File: src/rtl/adder_accumulator.sv
// Accumulates COUNT consecutive 5-bit adder sums into an ACC_WIDTH-bit total
// with a sticky carry-out flag; the total leaves through a valid/ready port.
module adder_accumulator #(
  parameter int ACC_WIDTH = 8,
  parameter int COUNT     = 4
) (
  input  logic                 clk,
  input  logic                 rst,
  input  logic                 in_valid,
  output logic                 in_ready,
  input  logic [4:0]           in_sum,
  output logic                 out_valid,
  input  logic                 out_ready,
  output logic [ACC_WIDTH-1:0] out_acc,
  output logic                 out_ovf,
  output logic                 busy
);

  typedef enum logic {
    ACCUM = 1'b0,
    HOLD  = 1'b1
  } state_e;

  localparam logic [7:0] LAST_CNT = 8'(COUNT - 1);

  state_e               state_q, state_d;
  logic [ACC_WIDTH-1:0] acc_q, acc_d;
  logic [7:0]           cnt_q, cnt_d;
  logic                 ovf_q, ovf_d;
  logic [ACC_WIDTH:0]   sum_ext;

  // One extra bit on the adder exposes the carry out of the accumulator MSB.
  assign sum_ext = {1'b0, acc_q} + {{(ACC_WIDTH - 4){1'b0}}, in_sum};

  always_comb begin
    // NOTE: every signal gets a default first so no path leaves it unassigned (no latch).
    state_d   = state_q;
    acc_d     = acc_q;
    cnt_d     = cnt_q;
    ovf_d     = ovf_q;
    in_ready  = 1'b0;
    out_valid = 1'b0;

    case (state_q)
      ACCUM: begin
        in_ready = !rst;
        if (in_valid && in_ready) begin
          acc_d = sum_ext[ACC_WIDTH-1:0];
          ovf_d = ovf_q | sum_ext[ACC_WIDTH];
          if (cnt_q == LAST_CNT) begin
            state_d = HOLD;
          end else begin
            cnt_d = cnt_q + 8'd1;
          end
        end
      end
      HOLD: begin
        out_valid = !rst;
        if (out_valid && out_ready) begin
          acc_d   = '0;
          cnt_d   = '0;
          ovf_d   = 1'b0;
          state_d = ACCUM;
        end
      end
      default: state_d = ACCUM;
    endcase
  end

  // Outputs are forced low while reset is asserted, even before the first edge.
  assign out_acc = rst ? '0 : acc_q;
  assign out_ovf = rst ? 1'b0 : ovf_q;
  assign busy    = !rst && ((state_q == HOLD) || (cnt_q != 8'd0));

  always_ff @(posedge clk) begin
    // NOTE: non-blocking assignments keep all flops updating from pre-edge values.
    if (rst) begin
      state_q <= ACCUM;
      acc_q   <= '0;
      cnt_q   <= '0;
      ovf_q   <= 1'b0;
    end else begin
      state_q <= state_d;
      acc_q   <= acc_d;
      cnt_q   <= cnt_d;
      ovf_q   <= ovf_d;
    end
  end

endmodule

File: config.mk
export PLATFORM = sky130hd
export DESIGN_NAME = adder_accumulator
export DESIGN_NICKNAME = d
export VERILOG_FILES = /design/src/rtl/adder_accumulator.sv
export SDC_FILE = /design/constraint.sdc
export NUM_CORES = 1
export LEC_CHECK = 0
export CAP_MARGIN = 20
export CORE_AREA = 2 2 49 51
export CTS_CLUSTER_DIAMETER = 200
export DETAILED_ROUTE_END_ITERATION = 8
export DIE_AREA = 0 0 51 53
export PLACE_DENSITY = 0.81
export SLEW_MARGIN = 10
export SYNTH_ARGS = -nofsm -noshare
export SYNTH_HDL_FRONTEND = slang
export SYNTH_SLANG_ARGS = --single-unit
File: constraint.sdc
create_clock -name clk -period 5.3 [get_ports clk]
set_input_delay 1.06 -clock clk [delete_from_list [all_inputs] [get_ports clk]]
set_output_delay 1.06 -clock clk [all_outputs]
set_load 0.02 [all_outputs]
==> results of run 1 <==
[stage by stage]
| stage | setup slack [ns] | instance area (µm²) | total power, mW |
|---|---|---|---|
| 6_report | 1.42 | 1390 | 0.304 |
| 4_1_cts | 1.41 | 1390 | 0.306 |
| 5_1_grt | 1.30 | 1390 | 0.323 |
| 3_3_place_gp | 1.49 | 1350 | 0.220 |
| 3_5_place_dp | 1.43 | 1350 | 0.222 |
| 2_1_floorplan | 2.44 | 1160 | 0.199 |
[sequential cells by signal, summed over array words and instances (netlist names)]
register,count
acc_q,8
cnt_q,8
ovf_q,1
state_q,1
[cell type report]
class,instances,area [µm²],area share
Multi-Input combinational cell,108,734,0.529
Tap cell,28,35.0,0.0252
Inverter,6,22.5,0.0162
Timing Repair Buffer,20,200,0.144
Sequential cell,18,360,0.259
Clock buffer,4,36.3,0.0261
[cell usage after synthesis, types with 2 or more instances]
cell and n:
sky130_fd_sc_hd__dfxtp_1 18, sky130_fd_sc_hd__nand2_1 16, sky130_fd_sc_hd__a21oi_1 11, sky130_fd_sc_hd__o21ai_0 10, sky130_fd_sc_hd__nand3_1 9, sky130_fd_sc_hd__nor2b_1 8, sky130_fd_sc_hd__ha_1 7, sky130_fd_sc_hd__inv_1 6
sky130_fd_sc_hd__a211oi_1 5, sky130_fd_sc_hd__nor2_1 5, sky130_fd_sc_hd__a2111o_1 4, sky130_fd_sc_hd__a21o_1 3, sky130_fd_sc_hd__mux2i_1 3, sky130_fd_sc_hd__nand2b_1 3, sky130_fd_sc_hd__a31oi_1 2, sky130_fd_sc_hd__buf_2 2
sky130_fd_sc_hd__buf_6 2, sky130_fd_sc_hd__nand3b_1 2, sky130_fd_sc_hd__nand4_1 2, sky130_fd_sc_hd__or4_1 2
[cell families after synthesis]
group / count (synthesis) / share of synthesized area
XOR/XNOR: 1 / 0.00757
multiplexers: 3 / 0.0259
flip-flops: 18 / 0.311
AO/OA/AOI/OAI: 43 / 0.266
adder cells (fa/ha/maj): 8 / 0.0930
AND/OR/NAND/NOR: 53 / 0.242
buffers and inverters: 12 / 0.0540
[power groups by stage]
stage          clock network (mW)  registers (mW)  logic (mW)
3_5_place_dp                    0           0.150      0.0715
2_1_floorplan                   0           0.148      0.0510
6_report                   0.0845           0.147      0.0726
4_1_cts                    0.0869           0.147      0.0725
5_1_grt                    0.0938           0.148      0.0811
3_3_place_gp                    0           0.149      0.0703
[how the worst max path moves through the flow]
stage,from,end,slack [ns],cells after the start
2_1_floorplan,rst,busy,2.44,3
3_3_place_gp,rst,busy,1.49,3
3_5_place_dp,rst,busy,1.43,3
4_1_cts,rst,busy,1.41,3
5_1_grt,rst,busy,1.30,3
6_report,rst,busy,1.42,3
[critical path: cells and delay by family]
family	cells	cell delay, ns
buf+inv	2	1.42
compound gates	1	0.34
[placed cells by master (no fill, tap or decap), drive strengths merged, types with 4 or more instances in the layout]
cell           count
o21ai             10
clkbuf             4
ha                 7
nor2               5
a2111o             4
dfxtp             18
inv                6
nand2             16
a211oi             5
clkdlybuf4s50     20
a21oi             11
nand3              9
nor2b              8
[metal layers]
metal	GRT usage	up-vias	wire length, µm
met3	0.0621	4	112
li1	-	547	-
met4	0.0541	0	28
met1	0.242	488	1100
met5	0	-	0
met2	0.355	30	1160
==> PnR_summary.wiki, run 1 <==
{| class="wikitable"
! Metric !! Value
|-
| Category of the worst setup path capture point || primary output
|-
| Die outline area || 2700 µm²
|-
| Total iterations of the first detailed-routing run || 4
|-
| Core box area || 2150 µm²
|-
| Worst Hold Launch || cnt_q[7]$_SDFFE_PP0P_
|-
| Post-DP HPWL || 1770 µm
|-
| Synthesized cell area || 1160 µm²
|-
| Antenna violations before repair || 0
|-
| Unrepaired setup endpoints after global routing || false
|-
| Reg-to-reg critical path startpoint || cnt_q[2]$_SDFFE_PP0P_
|-
| Slew headroom || 0.292
|-
| Final TNS setup || 0 ns
|-
| Max Root-Sink Buffers || 2
|-
| Width of the chip || 51 µm
|-
| End-of-flow core utilization || 0.646
|-
| Arrival time worst endpoint || 2.82 ns
|-
| P_leak || 0.513 nW
|-
| Share of flip-flops with an asynchronous set or reset after synthesis || 0
|-
| R2r endpoint || cnt_q[7]$_SDFFE_PP0P_
|-
| Worst Hold Path Cells || 2
|-
| Period utilization || 0.732
|-
| Cell breakdown of the critical path || clkdlybuf4s50_1 -> a31oi_1 -> clkdlybuf4s50_1
|-
| Relative contribution of the clock network to total power || 0.278
|-
| Path class of the lowest-slack min-delay path || flip-flop to flip-flop
|-
| Vertical die dimension || 53 µm
|-
| Final net count || 174
|-
| Max-slew violations || 0
|-
| Combinational share of power || 0.239
|-
| DRC || 0
|-
| Insertion delay to the later sink of the worst-skew pair || 0.29 ns
|-
| Largest stage delay, worst path || 0.77 ns
|-
| TritonCTS clock tree || yes
|-
| Post-CTS setup-driven buffer insertion count || 0
|-
| Run status || finished clean
|-
| Shortest clock period the worst path allows after layout || 3.88 ns
|-
| Share of the yosys chip area belonging to registers || 0.311
|-
| Clock-pin slew on the worst setup and hold paths || 0.10 ns
|-
| Routed wire length per instance || 13.1 µm
|-
| Final worst clock skew || 0.000533 ns
|-
| Syn. warnings || 0
|-
| Biggest area contributors in the synthesized netlist || sky130_fd_sc_hd__dfxtp_1, sky130_fd_sc_hd__ha_1, sky130_fd_sc_hd__nand2_1, sky130_fd_sc_hd__a21oi_1, sky130_fd_sc_hd__nor2b_1
|-
| Number of enable-type register cells in the synthesized netlist || 0
|-
| Weighted congestion reported at the end of routability-driven placement || 0.813
|-
| Synthesis-to-layout area growth || 20.0%
|-
| Max-capacitance violation count || 0
|-
| # diodes || 0
|-
| Number of register bits inferred by synthesis || 18
|-
| Crit Path Category || input pin to primary output
|-
| 1st-iter DRT viols || 19
|-
| Count of mapped cells out of synthesis || 138
|-
| CTS buffer count || 3
|-
| Row count || 17
|-
| CTS resizes || 0
|-
| Slowest-stage cell, CP || sky130_fd_sc_hd__clkdlybuf4s50_1
|-
| Count of distinct cell types in the synthesized netlist || 38
|-
| Number of instances in the placed design || 180
|-
| Effective utilization at floorplan || 0.539
|-
| Via count of the first global-routing pass || 978
|-
| Power density over cell area || 219 nW/µm²
|-
| Maximum vdd ir drop || 0.246 mV
|-
| Number of sinks driven by the clock tree || 18
|-
| Launching element type of the critical path || input pin
|-
| Aggregate global routing overflow || 0
|-
| Number of vias per cell after detailed routing || 5.81
|-
| Worst R2R Path Depth || 4
|-
| Cell-internal power || 218 µW
|-
| Net switching power of the design || 85.9 µW
|-
| Final Setup Violations || 0
|-
| Hold buffer count at CTS || 0
|-
| Final hold vios || 0
|-
| Share of power burned in registers || 0.483
|-
| Largest net degree at the start of global routing || 22
|-
| Most used flip-flop cell after synthesis || sky130_fd_sc_hd__dfxtp_1
|-
| Critical path's most frequent cell || sky130_fd_sc_hd__clkdlybuf4s50_1
|-
| Wire length of the first global-routing pass || 4160 µm
|-
| Layout cells sized above 1 || 0.0513
|-
| Via Count || 1069
|-
| Worst-case hold slack || 0.483 ns
|-
| Slew @ Worst Pin || 1.05 ns
|-
| CTS root buf || sky130_fd_sc_hd__clkbuf_4
|-
| Total wire length after detailed routing || 2400 µm
|-
| Non-filler cells in the finished layout || 184
|-
| Switching portion of total power || 0.283
|-
| CTS H-tree depth || 1
|-
| Crit Path Max Fanout || 21
|-
| Count of buffers inserted at the top-level ports || 20
|-
| Mean instance size in the synthesized netlist || 8.39 µm²
|-
| Library cell occupying the most area in the post-synthesis netlist || sky130_fd_sc_hd__dfxtp_1
|-
| Hold Path End || cnt_q[7]$_SDFFE_PP0P_
|-
| Overall track demand over capacity in global routing || 0.204
|-
| Critical path required time || 4.24 ns
|-
| Synthesized net count || 155
|-
| Upper clock frequency limit || 258 MHz
|-
| Setup slack of the most critical reg-to-reg path || 2.93 ns
|-
| IO Pins || 21
|-
| Number of filler instances in the final layout || 177
|-
| Top-area cell type share of the netlist area || 0.311
|-
| Post-route antenna net violation count || 0
|}
Note: power is estimated with default switching activity, not from simulation.
==> run 2: changes to the inputs <==
--- a/config.mk
+++ b/config.mk
@@ -6,11 +6,11 @@
 export NUM_CORES = 1
 export LEC_CHECK = 0
 export CAP_MARGIN = 20
-export CORE_AREA = 2 2 49 51
+export CORE_AREA = 2 2 54 56
 export CTS_CLUSTER_DIAMETER = 200
 export DETAILED_ROUTE_END_ITERATION = 8
-export DIE_AREA = 0 0 51 53
-export PLACE_DENSITY = 0.81
+export DIE_AREA = 0 0 56 58
+export PLACE_DENSITY = 0.71
 export SLEW_MARGIN = 10
 export SYNTH_ARGS = -nofsm -noshare
 export SYNTH_HDL_FRONTEND = slang
==> constraint.sdc (replaced) <==
create_clock -name clk -period 3.2 [get_ports clk]
set_input_delay 0.64 -clock clk [delete_from_list [all_inputs] [get_ports clk]]
set_output_delay 0.64 -clock clk [all_outputs]
set_load 0.02 [all_outputs]
==> PnR_summary.wiki, run 2 (synthesis gave the netlist of run 1 again) <==
{| class="wikitable"
! Metric !! Value
|-
| Run status || finished clean
|-
| Weighted congestion reported at the end of routability-driven placement || 0.888 (+9.1%)
|-
| Maximum vdd ir drop || 0.215 mV (-13%)
|-
| Layout cells sized above 1 || 0.0864 (+0.0351)
|-
| Width of the chip || 56 µm (+9.8%)
|-
| TritonCTS clock tree || yes
|-
| Unrepaired setup endpoints after global routing || false
|-
| Core box area || 2660 µm² (+24%)
|-
| CTS H-tree depth || 1 (unchanged)
|-
| Period utilization || 0.892
|-
| Wire length of the first global-routing pass || 4510 µm (+8.5%)
|-
| Number of sinks driven by the clock tree || 18 (unchanged)
|-
| 1st-iter DRT viols || 33 (+14)
|-
| Max-capacitance violation count || 0 (unchanged)
|-
| Post-CTS setup-driven buffer insertion count || 0 (unchanged)
|-
| Final hold vios || 0 (unchanged)
|-
| CTS resizes || 0 (unchanged)
|-
| # diodes || 0 (unchanged)
|-
| Max-slew violations || 0 (unchanged)
|-
| Final TNS setup || 0 ns (unchanged)
|-
| Registers with the most flip-flops || acc_q x8, cnt_q x8
|-
| Final Setup Violations || 0 (unchanged)
|-
| Reg-to-reg critical path startpoint || acc_q[0]$_SDFFE_PP0P_
|-
| Final worst clock skew || 0.000476 ns (-0.0000570 ns)
|-
| Insertion delay to the later sink of the worst-skew pair || 0.29 ns (about the same)
|-
| Routed wire length per instance || 13.6 µm (+4.1%)
|-
| Slew @ Worst Pin || 0.675 ns (-0.375 ns)
|-
| Power density over cell area || 359 nW/µm² (+64%)
|-
| Crit Path Max Fanout || 6 (-71%)
|-
| Shortest clock period the worst path allows after layout || 2.85 ns
|-
| Path class of the lowest-slack min-delay path || flip-flop to flip-flop
|-
| Via Count || 1120 (+4.8%)
|-
| Largest net degree at the start of global routing || 22 (unchanged)
|-
| Antenna violations before repair || 0 (unchanged)
|-
| Max Root-Sink Buffers || 2 (unchanged)
|-
| Die outline area || 3250 µm² (+20%)
|-
| Aggregate global routing overflow || 0 (unchanged)
|-
| P_leak || 0.541 nW (+5.3%)
|-
| Upper clock frequency limit || 350 MHz
|-
| Endpoint of the most critical setup path || busy
|-
| Count of buffers inserted at the top-level ports || 20 (unchanged)
|-
| Most frequent cells in the layout || sky130_fd_sc_hd__clkdlybuf4s50_1, sky130_fd_sc_hd__dfxtp_1, sky130_fd_sc_hd__nand2_1
|-
| CTS buffer count || 3 (unchanged)
|-
| Slew headroom || 0.550 (+0.258)
|-
| Total iterations of the first detailed-routing run || 4 (unchanged)
|-
| Hold buffer count at CTS || 0 (unchanged)
|-
| Setup slack of the most critical reg-to-reg path || 1.33 ns (-1.60 ns)
|-
| Critical path required time || 2.56 ns (-1.68 ns)
|-
| DRC || 0 (unchanged)
|-
| Total wire length after detailed routing || 2630 µm (+9.2%)
|-
| CTS root buf || sky130_fd_sc_hd__clkbuf_4
|-
| Effective utilization at floorplan || 0.435 (-0.104)
|-
| Overall track demand over capacity in global routing || 0.173 (-0.0305)
|-
| Number of vias per cell after detailed routing || 5.80 (-0.11%)
|-
| Commonest non-fill, non-tap cell in the layout || sky130_fd_sc_hd__clkdlybuf4s50_1
|-
| Arrival time worst endpoint || 2.21 ns (-0.61 ns)
|-
| Final net count || 180 (+3.4%)
|-
| Clock-pin slew on the worst setup and hold paths || 0.11 ns (about the same)
|-
| Post-DP HPWL || 2020 µm (+14%)
|-
| Vertical die dimension || 58 µm (+9.4%)
|-
| Worst-case hold slack || 0.482 ns (-0.000659 ns)
|-
| Via count of the first global-routing pass || 1056 (+8.0%)
|-
| Launching element type of the critical path || flip-flop
|-
| Post-route antenna net violation count || 0 (unchanged)
|-
| Crit Path Category || flip-flop to primary output
|-
| Beginning of the critical path || cnt_q[3]$_SDFFE_PP0P_
|-
| Row count || 19 (+2)
|-
| Category of the worst setup path capture point || primary output
|-
| IO Pins || 21 (unchanged)
|-
| Worst R2R Path Depth || 6 (+2)
|-
| R2r endpoint || acc_q[6]$_SDFFE_PP0P_
|-
| Synthesis-to-layout area growth || 24.2%
|}
==> run 2: cell count changes in the layout (fill, tap and decap cells not counted), sizes merged <==
| cell | delta |
|---|---|
| buf | +6 |
==> run 2: cell type report <==
class / instances / area [µm²]
multi-input cells: 108 / 734
clock buffers: 4 / 36.3
repair buffers: 26 / 245
fillers: 261 / 1220
well taps: 31 / 38.8
flip-flops and latches: 18 / 360
inverters: 6 / 22.5
==> run 2: report_power, final <==
part,total [mW],switching [mW],leakage [nW],internal (mW)
clock,0.146,0.0770,0.0210,0.0693
combinational,0.127,0.0656,0.373,0.0614
sequential,0.243,0.00810,0.146,0.234
==> run 2: worst max-delay path, cell delays in order (launching register included) <==
cell and delay (ns):
sky130_fd_sc_hd__dfxtp_1 0.38, sky130_fd_sc_hd__or4_1 0.56, sky130_fd_sc_hd__nor3_1 0.30, sky130_fd_sc_hd__a31oi_1 0.13
sky130_fd_sc_hd__clkdlybuf4s50_1 0.55
==> run 2: worst min path at each step <==
stage | from | to | cells past startpoint
2_1_floorplan | ovf_q$_SDFFE_PP0P_ | ovf_q$_SDFFE_PP0P_ | 2
3_3_place_gp | ovf_q$_SDFFE_PP0P_ | ovf_q$_SDFFE_PP0P_ | 2
3_5_place_dp | ovf_q$_SDFFE_PP0P_ | ovf_q$_SDFFE_PP0P_ | 2
4_1_cts | ovf_q$_SDFFE_PP0P_ | ovf_q$_SDFFE_PP0P_ | 2
5_1_grt | cnt_q[7]$_SDFFE_PP0P_ | cnt_q[7]$_SDFFE_PP0P_ | 2
6_report | ovf_q$_SDFFE_PP0P_ | ovf_q$_SDFFE_PP0P_ | 2
==> run 2: through the flow <==
stage / std cells / worst slack (ns) / util / power [mW] / cell area (µm²)
final: 193 / 0.345 / 0.540 / 0.516 / 1440
after global routing: 193 / 0.211 / 0.540 / 0.545 / 1440
after CTS: 193 / 0.340 / 0.540 / 0.519 / 1440
after detailed placement: 189 / 0.499 / 0.526 / 0.375 / 1400
after global placement: 189 / 0.550 / 0.526 / 0.369 / 1400
after floorplan: 138 / 1.15 / - / 0.330 / 1160
==> run 2: per-layer routing <==
layer  vias to the layer above  track usage  part of all wire
li1                        559            -                 -
met1                       522        0.196              0.43
met4                         0       0.0850             0.019
met5                         -            0                 0
met3                         6       0.0379             0.050
met2                        33        0.309              0.50
==> run 3: changes to the inputs <==
--- a/config.mk
+++ b/config.mk
@@ -11,7 +11,7 @@
 export DETAILED_ROUTE_END_ITERATION = 8
 export DIE_AREA = 0 0 56 58
 export PLACE_DENSITY = 0.71
-export SLEW_MARGIN = 10
+export SLEW_MARGIN = 30
 export SYNTH_ARGS = -nofsm -noshare
 export SYNTH_HDL_FRONTEND = slang
 export SYNTH_SLANG_ARGS = --single-unit
==> results of run 3 <==
Same layout as run 2: the final DEF is identical, and so are final timing and power.
